`src/rtl/fifo_pkg.sv`:
```
// Shared constants for the FIFO flow-control slice: default geometry and
// the address-width derivation used by the controller and its storage.
package fifo_pkg;

  localparam int DEF_DATA_W = 6;
  localparam int DEF_DEPTH  = 4;

  // Pointer width for a power-of-two depth; the occupancy counter is one bit wider.
  function automatic int addr_w(input int depth);
    return $clog2(depth);
  endfunction

endpackage

```
`src/rtl/fifo_mem.sv`:
```
// FIFO storage: one write port, one registered read port, no reset on the array
// or the read register.
module fifo_mem
  import fifo_pkg::*;
#(
  parameter int DATA_W = DEF_DATA_W,
  parameter int AW     = addr_w(DEF_DEPTH)
) (
  input  logic              clk,
  input  logic              wr_en,
  input  logic [AW-1:0]     wr_addr,
  input  logic [DATA_W-1:0] wr_data,
  input  logic              rd_en,
  input  logic [AW-1:0]     rd_addr,
  output logic [DATA_W-1:0] rd_data
);

  logic [DATA_W-1:0] mem_r [0:(1<<AW)-1];

  // Write and read share the edge; a same-address read returns the old word.
  always_ff @(posedge clk) begin
    if (wr_en) begin
      mem_r[wr_addr] <= wr_data;
    end
    if (rd_en) begin
      rd_data <= mem_r[rd_addr];
    end
  end

endmodule

```
`src/rtl/fifo_flow_ctrl.sv`:
```
// Synchronous FIFO controller: pointers, occupancy, threshold flags and sticky
// overflow/underflow errors around a fifo_mem storage array.
module fifo_flow_ctrl
  import fifo_pkg::*;
#(
  parameter  int DATA_W = DEF_DATA_W,
  parameter  int DEPTH  = DEF_DEPTH,
  localparam int AW     = addr_w(DEPTH)
) (
  input  logic              clk,
  input  logic              reset,
  input  logic              push,
  input  logic              pop,
  input  logic [DATA_W-1:0] data_in,
  input  logic [AW:0]       af_th,
  input  logic [AW:0]       ae_th,
  input  logic              err_clr,
  output logic [DATA_W-1:0] data_out,
  output logic              data_valid,
  output logic [AW:0]       count,
  output logic              fifo_empty,
  output logic              fifo_full,
  output logic              almost_empty,
  output logic              almost_full,
  output logic              pausa,
  output logic              overflow_err,
  output logic              underflow_err,
  output logic              fifo_error
);

  localparam logic [AW:0]   DEPTH_C  = (AW+1)'(DEPTH);
  localparam logic [AW:0]   ZERO_C   = (AW+1)'(0);
  localparam logic [AW:0]   ONE_C    = (AW+1)'(1);
  localparam logic [AW-1:0] PTR_ONE_C = AW'(1);

  logic [AW-1:0]     wr_ptr_r;
  logic [AW-1:0]     rd_ptr_r;
  logic [AW:0]       count_r;
  logic              data_valid_r;
  logic              has_data_r;
  logic              overflow_r;
  logic              underflow_r;
  logic [DATA_W-1:0] rd_data_s;

  logic              pop_ok_s;
  logic              push_ok_s;
  logic              ovf_evt_s;
  logic              unf_evt_s;
  logic [AW:0]       count_nxt_s;

  // Accept/reject decisions; a pop on empty is never accepted, and a push on
  // full is accepted only when a pop frees the slot in the same cycle.
  always_comb begin
    pop_ok_s  = 1'b0;
    push_ok_s = 1'b0;
    ovf_evt_s = 1'b0;
    unf_evt_s = 1'b0;
    if (pop && (count_r != ZERO_C)) begin
      pop_ok_s = 1'b1;
    end else begin
      unf_evt_s = pop;
    end
    if (push && ((count_r != DEPTH_C) || pop_ok_s)) begin
      push_ok_s = 1'b1;
    end else begin
      ovf_evt_s = push;
    end
  end

  // Occupancy update from accepted operations only.
  always_comb begin
    count_nxt_s = count_r;
    case ({push_ok_s, pop_ok_s})
      2'b10:   count_nxt_s = count_r + ONE_C;
      2'b01:   count_nxt_s = count_r - ONE_C;
      default: count_nxt_s = count_r;
    endcase
  end

  // Pointers, count and read-valid tracking.
  always_ff @(posedge clk or posedge reset) begin
    if (reset) begin
      wr_ptr_r     <= '0;
      rd_ptr_r     <= '0;
      count_r      <= '0;
      data_valid_r <= 1'b0;
      has_data_r   <= 1'b0;
    end else begin
      if (push_ok_s) begin
        wr_ptr_r <= wr_ptr_r + PTR_ONE_C;
      end
      if (pop_ok_s) begin
        rd_ptr_r   <= rd_ptr_r + PTR_ONE_C;
        has_data_r <= 1'b1;
      end
      count_r      <= count_nxt_s;
      data_valid_r <= pop_ok_s;
    end
  end

  // Sticky errors; a new error in the clearing cycle wins.
  always_ff @(posedge clk or posedge reset) begin
    if (reset) begin
      overflow_r  <= 1'b0;
      underflow_r <= 1'b0;
    end else begin
      if (ovf_evt_s) begin
        overflow_r <= 1'b1;
      end else if (err_clr) begin
        overflow_r <= 1'b0;
      end
      if (unf_evt_s) begin
        underflow_r <= 1'b1;
      end else if (err_clr) begin
        underflow_r <= 1'b0;
      end
    end
  end

  fifo_mem #(
    .DATA_W (DATA_W),
    .AW     (AW)
  ) u_mem (
    .clk     (clk),
    .wr_en   (push_ok_s),
    .wr_addr (wr_ptr_r),
    .wr_data (data_in),
    .rd_en   (pop_ok_s),
    .rd_addr (rd_ptr_r),
    .rd_data (rd_data_s)
  );

  // The storage read register has no reset, so it is masked until the first pop.
  assign data_out      = has_data_r ? rd_data_s : '0;
  assign data_valid    = data_valid_r;
  assign count         = count_r;
  assign fifo_empty    = (count_r == ZERO_C);
  assign fifo_full     = (count_r == DEPTH_C);
  assign almost_full   = (count_r >= af_th);
  assign almost_empty  = (count_r <= ae_th);
  assign pausa         = almost_full;
  assign overflow_err  = overflow_r;
  assign underflow_err = underflow_r;
  assign fifo_error    = overflow_r | underflow_r;

endmodule

```
`config.mk`:
```
export PLATFORM = sky130hd
export DESIGN_NAME = fifo_flow_ctrl
export DESIGN_NICKNAME = d
export VERILOG_FILES = /design/src/rtl/fifo_pkg.sv /design/src/rtl/fifo_mem.sv /design/src/rtl/fifo_flow_ctrl.sv
export SDC_FILE = /design/constraint.sdc
export NUM_CORES = 1
export LEC_CHECK = 0
export ABC_CLOCK_PERIOD_IN_PS = 2500
export CORE_ASPECT_RATIO = 1.25
export CORE_MARGIN = 2
export CORE_UTILIZATION = 51
export DETAILED_ROUTE_END_ITERATION = 10
export GPL_ROUTABILITY_DRIVEN = 0
export GPL_TIMING_DRIVEN = 1
export PLACE_DENSITY = 0.79
export RECOVER_POWER = 100
export REMOVE_ABC_BUFFERS = 1
export SLEW_MARGIN = 20
export SYNTH_ARGS = -nofsm -noshare
export SYNTH_HDL_FRONTEND = slang
export SYNTH_HIERARCHICAL = 1
export SYNTH_SLANG_ARGS = --single-unit
export TNS_END_PERCENT = 20
```
`constraint.sdc`:
```
create_clock -name clk -period 2.5 [get_ports clk]
set_input_delay 0.25 -clock clk [delete_from_list [all_inputs] [get_ports clk]]
set_output_delay 0.25 -clock clk [all_outputs]
set_load 0.05 [all_outputs]
```
# == Word-level counts from Yosys, hierarchy flattened ==
# Memories as Yosys holds them, arrays and structs flattened. A register that Yosys moved wholly into a read port is not among the register bits.
# Cells that the tools add are included.
# op_classes
muxes,11
reduce_logical,8
n_addsub,4
n_eq_ne,4
n_lt_le_gt_ge,2
n_bitwise,1
# ops
cell,count
two-way mux 1 bit,9
two-way mux 6 bit,1
one-hot mux 3 bit (2 select lines),1
nonzero test 2 bit,3
"adder 2 x 1 -> 2 bit, second input constant",2
"adder 3 x 1 -> 3 bit, second input constant",1
"== test 3 bit, second input constant",1
>= comparator 3 bit,1
less-or-equal comparator 3 bit,1
zero test 3 bit,1
"inequality test 3 bit, second input constant",1
nonzero test 3 bit,1
"subtractor 3 x 1 -> 3 bit, second input constant",1
"== test 2 x 1 -> 1 bit, second input constant",1
"== test 2 bit, second input constant",1
logical AND 1 bit,2
logical OR 1 bit,1
OR 1 bit,1
# word_totals
ramBits,24
mem_count,1
reg_bits,11
# mem_list
memory,depth,width,rd,rd_ports_with_merged_regs,write_ports,line_no,source
u_mem.mem_r,4,6,1,1,1,fifo_mem.sv:18,logic [DATA_W-1:0] mem_r [0:(1<<AW)-1];

# == Depth between registers and ports, before layout ==
# logic_depth
word_depth,8
depth_mapped,7
ltp_nobuf,6

# == Modules after synthesis ==
# The synthesis kept the hierarchy.
# by_module_without_submodules
mod,area_each_um2,instances,seq_area_each_um2,cells_each
fifo_mem,1078.5,1,900.9,41
fifo_flow_ctrl,759.5,1,275.3,81

# == Least setup slack after synthesis ==
# Ideal clock, no wire load.
# synth_path
path_type,reg-to-output
from,"register count_r[1], in the netlist count[1]"
to,output almost_empty
arrival_ns,2.456
stages_incl_launch_ff,5
t_required_ns,2.250
path_buffers,0
setup_slack_ns,-0.206
path_cell_list,dfrtp_1 -> ha_1 -> nor2b_1 -> o21a_1 -> o21ai_0
# synth_between
elab_chain_cells,1
# synth_rtl
element,line_no,source
from (decl),fifo_flow_ctrl.sv:38,logic [AW:0] count_r;
from (signal assigned),fifo_flow_ctrl.sv:96,count_r <= count_nxt_s;
less-or-equal comparator 3 bit,fifo_flow_ctrl.sv:140,assign almost_empty = (count_r <= ae_th);
to (decl),fifo_flow_ctrl.sv:23,"output logic almost_empty,"
# Every way passes these cells.

# == Final worst setup path ==
# layout_path
from,"register count_r[2], in the netlist count[2]"
to,output fifo_full
# layout_between
elab_chain_cells,1
# layout_rtl
element,line_no,source
== test 3 bit,fifo_flow_ctrl.sv:138,assign fifo_full = (count_r == DEPTH_C);
to (decl),fifo_flow_ctrl.sv:22,"output logic fifo_full,"
# Every way passes these cells.

==> impl_metrics.tcl <==
set metrics [dict create \
    ant_nets 0 \
    diodes 0 \
    initial_core_util_pct 52.8 \
    post_cts_resized 0 \
    antenna_found_initial 0 \
    pin_count 35 \
    hp-class "in2async" \
    drt_iter0_drc 33 \
    finalInstanceArea_sq_um 2280 \
    die_h_um 71.1 \
    grtUsageTotal_pct 16.9 \
    synth_cells 122 \
    wirelength_met1_mm 1.19 \
    clkTransAtPathRegs_ps 70 \
    synth_warnings 6 \
    layout-area-overhead-vs-synth_pct 24.0 \
    powerDensity_nw_per_um2 1260 \
    yosysUniqueCellTypes 37 \
    port_buffers 34 \
    tightest_slew_ps 541 \
    cts-hold-fix-buffers 0 \
    dp_hpwl_mm 2.25 \
    setup_tns_ps 0 \
    p_int_uw 1670 \
    cp.arrival_ps 2100 \
    vias 1076 \
    rows 24 \
    maxSlewHeadroom_pct 63.8 \
    skew_ps 3.68 \
    wl_met3_um 184 \
    layout-drive-gt1-share_pct 11.7 \
    fmax_mhz 426 \
    worst_path_largest_cell_delay_ps 790 \
    cp_slowest_cell "clkdlybuf4s50_1" \
    cts_buffers 5 \
    cts_htree_levels 2 \
    dr.pass1.iters 4 \
    grt_max_degree 14 \
    clock-sinks 41 \
    dpl_cell_area_sq_um 2220 \
    viasPerCell 5.35 \
    switching_share_pct 42.0 \
    rsz0062_at_grt "no" \
    yosysSeqAreaShare_pct 64.0 \
    grt.overflow.total 0 \
    startpoint_type "flip-flop" \
    wl_mm 3.03 \
    wl_met2_mm 1.61 \
    fin_crit_sh_pct 93.9 \
    cp_top_family "buffers and inverters" \
    top_layer_used "met4" \
    cts_buffer_depth 2 \
    post_cts_buffers 0 \
    pre_cts_ws_ps 420 \
    clock_latency_ps 280 \
    cts-root-buf "clkbuf_8" \
    die-area_sq_um 4100 \
    fill_cells 263 \
    p_clk_share_pct 14.2 \
    avgSynthCellArea_sq_um 15.1 \
    core_sq_um 3480 \
    min_period_ps 2350 \
    synth_edf_count 30 \
    drcViolationCount 0 \
    nets 185 \
    crit_buf_inv 2 \
    vdd.ir_drop.worst_v 0.000920 \
    die_width_um 57.7 \
    final_max_slew_viol_count 0 \
    hold_viol 0 \
    placedCellCount 193 \
    layout_commonest_cell "edfxtp_1" \
    grt_pass1_vias 1061 \
    setup_viol 0 \
    endpoint_kind "output port" \
    path_cells "or3b_4 -> inv_1 -> clkdlybuf4s50_1" \
    avgRoutedWirePerCell_um 15.0 \
    max_cap_viol_count 0 \
    synthFlopType "edfxtp_1" \
    status "complete, no violations" \
    switching_power_uw 1210 \
    p_leak_uw 0.000896 \
    final_cells 201 \
    p_total_uw 2880 \
    pwr-share-seq_pct 39.2 \
    required_ps 2250 \
    async_flop_share_pct 26.8 \
    cts_tree "yes" \
    mostFrequentLayoutCells "edfxtp_1, dlygate4sd3_1, inv_1, dfrtp_1, clkdlybuf4s50_1" \
    critPathMaxFanout 10 \
    setup_ws_ps 153 \
    syn-cell-area_sq_um 1840 \
    ys_ff_latch 41 \
    path_class "reg2out" \
    grt_pass1_wl_mm 5.04 \
    pwr-share-comb_pct 46.6 \
]
[flip-flops by register name, indices dropped and copies added (netlist names)]
name / count
rd_ptr_r: 2
overflow_err: 1
u_mem/mem_r: 24
u_mem/rd_data: 6
has_data_r: 1
wr_ptr_r: 2
underflow_err: 1
count: 3
data_valid: 1
[power groups by stage]
stage                     combinational [uW]  clock (uW)  sequential [uW]
after floorplan                          841           0             1240
after global placement                  1380           0             1130
after detailed placement                1420           0             1150
after CTS                               1430         422             1130
after global routing                    1430         458             1160
final                                   1340         408             1130
[path summary, 6_finish.rpt]
path,to,startpoint,cells after the start,slack [ps]
max in group asynchronous,overflow_err,reset,2,1770
min,has_data_r,reset,2,420
min in group clk,wr_ptr_r[1],wr_ptr_r[1],1,530
max reg2reg,count[1],count[1],6,450
max,fifo_full,count[2],3,150
min reg2reg,wr_ptr_r[1],wr_ptr_r[1],1,530
[routing by layer]
metal / vias to the layer above / global-route usage, %
li1: 524 / -
met1: 519 / 19.8
met2: 29 / 28.2
met3: 4 / 5.12
met4: 0 / 7.75
met5: - / 0
[synthesized netlist by cell type, drive strengths merged, types with 2 or more instances]
master,count,area (sq um)
edfxtp,30,901
dfrtp,11,275
inv,11,41.3
and2,6,37.5
ha,6,75.1
mux4,6,135
buf,4,31.3
nand2,4,15.0
nor2,4,15.0
o21ai,4,20.0
nand2b,3,18.8
xnor2,3,26.3
xor2,3,26.3
a21o,2,15.0
and3,2,12.5
and3b,2,17.5
nand3,2,10.0
nor2b,2,12.5
o211ai,2,20.0
o21a,2,22.5
[per-stage QoR]
step,hold WS [ps],util [%]
2_1_floorplan,102,-
3_3_place_gp,516,63.6
3_5_place_dp,516,63.6
4_1_cts,289,66.1
5_1_grt,436,65.4
6_report,416,65.4
[area by class of cell]
| cell class | count | area [sq um] | share of cell area (%) |
|---|---|---|---|
| inverters | 11 | 41.3 | 1.81 |
| clock inverters | 1 | 8.76 | 0.384 |
| flip-flops and latches | 41 | 1180 | 51.6 |
| clock buffers | 7 | 76.3 | 3.35 |
| repair buffers | 36 | 352 | 15.4 |
| multi-input cells | 66 | 576 | 25.3 |
| well taps | 39 | 48.8 | 2.14 |
[kinds of logic (layout without fill, tap and decap cells)]
logic type | count (synthesis) | count (layout) | synth area share [%]
adder cells (fa/ha/maj) | 7 | 7 | 5.17
buffers and inverters | 15 | 55 | 3.95
AO/OA/AOI/OAI | 16 | 16 | 6.67
XOR/XNOR | 6 | 6 | 2.86
AND/OR/NAND/NOR | 31 | 31 | 10.0
multiplexers | 6 | 6 | 7.35
flip-flops | 41 | 41 | 64.0
Power figures use the tool's default switching activity.
